File: config.mk
export PLATFORM = sky130hd
export DESIGN_NAME = wb_arbiter
export DESIGN_NICKNAME = d
export VERILOG_FILES = /design/src/rtl/wb_arbiter.sv
export SDC_FILE = /design/constraint.sdc
export NUM_CORES = 1
export LEC_CHECK = 0
export CAP_MARGIN = 20
export CORE_ASPECT_RATIO = 0.6
export CORE_UTILIZATION = 48
export DETAILED_ROUTE_END_ITERATION = 10
export HOLD_SLACK_MARGIN = 0.05
export PLACE_DENSITY = 0.79
export SKIP_CTS_REPAIR_TIMING = 1
export SYNTH_ARGS = -nofsm -noshare
export SYNTH_HDL_FRONTEND = slang
export SYNTH_SLANG_ARGS = --single-unit
File: constraint.sdc
create_clock -name i_clk -period 3.5 [get_ports i_clk]
set_clock_uncertainty 0.15 [all_clocks]
set_input_delay 0.7 -clock i_clk [delete_from_list [all_inputs] [get_ports i_clk]]
set_output_delay 0.7 -clock i_clk [all_outputs]
set_load 0.005 [all_outputs]
File: src/rtl/wb_arbiter.sv
// wb_arbiter - register-file write-port arbiter between the pipeline WB stage
// and a 2-entry buffer of multicycle results, with starvation-driven stall.
module wb_arbiter #(
  parameter int unsigned STARVE_MAX = 4
) (
  input  logic        i_clk,
  input  logic        i_rst_n,
  input  logic        i_pipe_vld,
  input  logic [4:0]  i_pipe_rd,
  input  logic [31:0] i_pipe_data,
  input  logic        i_mc_vld,
  output logic        o_mc_rdy,
  input  logic [4:0]  i_mc_rd,
  input  logic [31:0] i_mc_data,
  output logic        o_rf_wren,
  output logic [4:0]  o_rf_rd,
  output logic [31:0] o_rf_data,
  output logic        o_stall,
  output logic [1:0]  o_fifo_cnt
);

  localparam logic [3:0] STARVE_LIM = 4'(STARVE_MAX);

  logic [4:0]  fifo_rd_q   [2];
  logic [31:0] fifo_data_q [2];
  logic        wr_ptr_q, wr_ptr_d;
  logic        rd_ptr_q, rd_ptr_d;
  logic [1:0]  cnt_q, cnt_d;
  logic [3:0]  starve_q, starve_d;
  logic        rf_wren_q, rf_wren_d;
  logic [4:0]  rf_rd_q, rf_rd_d;
  logic [31:0] rf_data_q, rf_data_d;

  logic        fifo_empty;
  logic        push;
  logic        pop;
  logic        pipe_req;

  assign fifo_empty = (cnt_q == 2'd0);
  assign o_mc_rdy   = (cnt_q != 2'd2);
  assign o_stall    = (starve_q == STARVE_LIM) && !fifo_empty;
  assign o_fifo_cnt = cnt_q;
  assign o_rf_wren  = rf_wren_q;
  assign o_rf_rd    = rf_rd_q;
  assign o_rf_data  = rf_data_q;

  // Writes to x0 are meaningless, so they never reach the buffer or the port.
  assign push     = i_mc_vld && o_mc_rdy && (i_mc_rd != 5'd0);
  assign pipe_req = i_pipe_vld && (i_pipe_rd != 5'd0);

  always_comb begin
    pop       = 1'b0;
    rf_wren_d = 1'b0;
    rf_rd_d   = rf_rd_q;
    rf_data_d = rf_data_q;
    if (o_stall || (!pipe_req && !fifo_empty)) begin
      pop       = 1'b1;
      rf_wren_d = 1'b1;
      rf_rd_d   = fifo_rd_q[rd_ptr_q];
      rf_data_d = fifo_data_q[rd_ptr_q];
    end else if (pipe_req) begin
      rf_wren_d = 1'b1;
      rf_rd_d   = i_pipe_rd;
      rf_data_d = i_pipe_data;
    end
  end

  always_comb begin
    wr_ptr_d = push ? !wr_ptr_q : wr_ptr_q;
    rd_ptr_d = pop  ? !rd_ptr_q : rd_ptr_q;
    cnt_d    = cnt_q;
    if (push && !pop) begin
      cnt_d = cnt_q + 2'd1;
    end else if (pop && !push) begin
      cnt_d = cnt_q - 2'd1;
    end
    starve_d = starve_q;
    if (fifo_empty || pop) begin
      starve_d = 4'd0;
    end else if (starve_q != STARVE_LIM) begin
      starve_d = starve_q + 4'd1;
    end
  end

  always_ff @(posedge i_clk or negedge i_rst_n) begin
    if (!i_rst_n) begin
      wr_ptr_q  <= 1'b0;
      rd_ptr_q  <= 1'b0;
      cnt_q     <= 2'd0;
      starve_q  <= 4'd0;
      rf_wren_q <= 1'b0;
      rf_rd_q   <= 5'd0;
      rf_data_q <= 32'd0;
    end else begin
      wr_ptr_q  <= wr_ptr_d;
      rd_ptr_q  <= rd_ptr_d;
      cnt_q     <= cnt_d;
      starve_q  <= starve_d;
      rf_wren_q <= rf_wren_d;
      rf_rd_q   <= rf_rd_d;
      rf_data_q <= rf_data_d;
    end
  end

  // Buffer storage needs no reset: occupancy alone decides what is valid.
  always_ff @(posedge i_clk) begin
    if (push) begin
      fifo_rd_q[wr_ptr_q]   <= i_mc_rd;
      fifo_data_q[wr_ptr_q] <= i_mc_data;
    end
  end

endmodule

==> flow_summary.ini <==
[outcome]
status = finished clean

[sta]
setup_violations = 0
setup_tns_ns = 0
fmax_mhz = 355
hold_viol_final = 0
worst_slew_pin_slew_ns = 1.02
finalCriticalPeriod_ns = 2.82
period_share_pct = 80.5
setup_ws_ns = 0.684
rsz0062_at_grt = no
slew_headroom_pct = 31.6
final_max_slew_viol_count = 0

[setup_path]
max_stage_delay_ns = 0.56
cp_data_arrival_time_ns = 2.99
critPathBufInv = 1
path_common_cell = xor2_1
crit_type = input pin to flop
crit_path_max_fanout = 7
crit_path_cell_trace = clkdlybuf4s50_1 > or4_4 > o211a_1 > or2_1 > ha_1 > xor2_1 > nor2_1 > xor2_1
cp.depth = 8
cp.required_ns = 3.67
slowest_stage = or4_4
startpoint_type = input pin
rr_worst_depth = 6
worst_setup_path_end_kind = flop
cp_top_family = simple AND/OR/NAND/NOR gates

[routing]
final_antenna_net_count = 0
drt_first_pass_iters = 5
routed_wl_mm = 10.8
viasPerCell = 5.52
routedWlPerCell_um = 19.4
drc = 0
detail_route.iter0.violations = 235
num_vias = 3085

[grt]
grt_start_max_net_pins = 47
grt_pass1_wl_mm = 17.0
grt_pass1_vias = 3195
antenna_found_initial = 0
gr-total-overflow = 0
grt_use_total_pct = 23.4

[logic_synthesis]
yosysSeqAreaShare_pct = 72.5
synthFlopType = edfxtp_1
netlist.top_cell.by_area = edfxtp_1
synth_fp_nets = 370
syn_inst = 289
synth_top_cells_by_count = 74 x edfxtp_1, 46 x dfrtp_1, 37 x mux2i_1
synth-edff-count = 74
yosys_warnings = 0
syn_area_um2 = 4650
synth.distinct_cells = 32
synthArstFlopShare_pct = 38.3
synth.ff_latch_count = 120
synth_area_per_cell_um2 = 16.1
yosys-top-cells-area = edfxtp_1 48%, dfrtp_1 25%, mux2i_1 8.0%, a221o_1 6.9%, nor3_1 3.5%
synth_top_area_share_pct = 47.8
synth.most_common_cell = edfxtp_1

[clocking]
cts_tree = built
cts_made_buffers = 17
htree_num_levels = 4
path_clk_slew_ns = 0.06
clock_latency_ns = 0.40
clockRootBuffer = clkbuf_16
clockBufferDepth = 2
clkSinkCount = 120

[layout]
fillers = 597
n_antenna_cell = 0
finalNetCount = 497
fin_area_um2 = 6640
drive_gt1_share_pct = 11.2
postLayoutCoreUtil_pct = 71.4
syn_to_final_growth_pct = 42.6

[placed_design]
place_hpwl_mm = 6.81
gp_congestion = 0.855
port_buffers = 119
post-place-ws_ns = 0.309
place_area_um2 = 5990

[die]
dieArea_um2 = 10100
die_w_um = 129
initial_core_util_pct = 50.1
pin_count = 120
chipHeight_um = 78.3
rows = 27
core_um2 = 9290

[power_and_ir_drop]
powerDensity_nw_per_um2 = 819
worst_ir_drop_vdd_uv = 420
cellLeakagePower_nw = 2.55

[hold_path]
min_path_type = flop to flop
holdPathStages = 1

[job]
drv_cap = 0
## worst paths after layout
kind	end	from	slack [ns]
max in group asynchronous	rd_ptr_q	i_rst_n	2.17
worst min register to register	o_rf_data[3]	o_rf_data[3]	0.36
min in group asynchronous	o_rf_data[1]	i_rst_n	0.54
worst max register to register	o_rf_data[18]	o_fifo_cnt[0]	0.89
worst min-delay path	o_rf_data[3]	o_rf_data[3]	0.36
worst max-delay path	o_fifo_cnt[1]	i_pipe_rd[0]	0.68
## cells in the final DEF, fill, tap and decap left out, types with 2 or more instances in the layout
cell,instances
clkdlybuf4s50_1,118
edfxtp_1,74
dfrtp_1,45
mux2i_1,37
nor3_1,33
a221o_1,32
clkbuf_16,17
buf_4,7
clkinv_4,6
nor2_1,5
a22oi_1,5
o21ai_1,5
inv_1,4
xnor2_1,3
xor2_1,3
ha_1,3
bufinv_16,3
nor2_4,2
o21a_1,2
clkinvlp_4,2
## power breakdown
part	switching [mW]	internal, mW
Combinational	0.681	0.798
Sequential	0.244	1.94
Clock	0.627	1.14
## worst register-to-register path: stages, from the launching register on
cell,delay (ns)
dfrtp_1,0.50
nor2_4,0.43
buf_4,0.35
o21a_1,0.31
o21a_1,0.16
buf_4,0.36
a221o_1,0.28
## flip-flops by register name, summed over array words and instances, names as in the netlist
register / cells
fifo_data_q: 64
fifo_rd_q: 10
o_fifo_cnt: 2
o_rf_data: 32
o_rf_rd: 5
o_rf_wren: 1
rd_ptr_q: 1
starve_q: 4
wr_ptr_q: 1
## kinds of logic (layout without fill, tap and decap cells)
logic type,count (synthesis),in the layout,share of synthesized area (%)
AOI/OAI and AO/OA,47,47,9.12
xor gates and xnor gates,7,7,1.48
adders and majority gates,3,3,0.807
buffers and inverters,24,164,2.47
DFF,120,120,72.5
muxes,37,37,7.96
and+or+nand+nor,51,51,5.67
## per-layer routing
layer  vias up  global-route usage (%)  routed length [um]
met5         -                       0                   0
met4         0                    9.06                  97
met3         8                    8.25                 702
met2       110                    35.7                5180
met1      1566                    30.8                4850
li1       1401                       -                   -
## area by class of cell
cell class	count	area, um2	area share, %
sequential	120	3370	50.9
timing repair buffer	128	1270	19.1
multi-input combinational	145	1200	18.1
clock buffer	18	439	6.62
clock inverter	14	175	2.64
tap	130	163	2.45
inverter	4	15.0	0.226
## stage by stage
step                hold WS (ns)  std cells  power, mW
finish                     0.359        559       5.44
global route               0.375        559       5.70
CTS                        0.358        557       5.48
detailed placement         0.349        525       3.69
global placement           0.316        525       3.64
floorplan                  0.254        289       2.93
(Power assumes the default switching activity.)
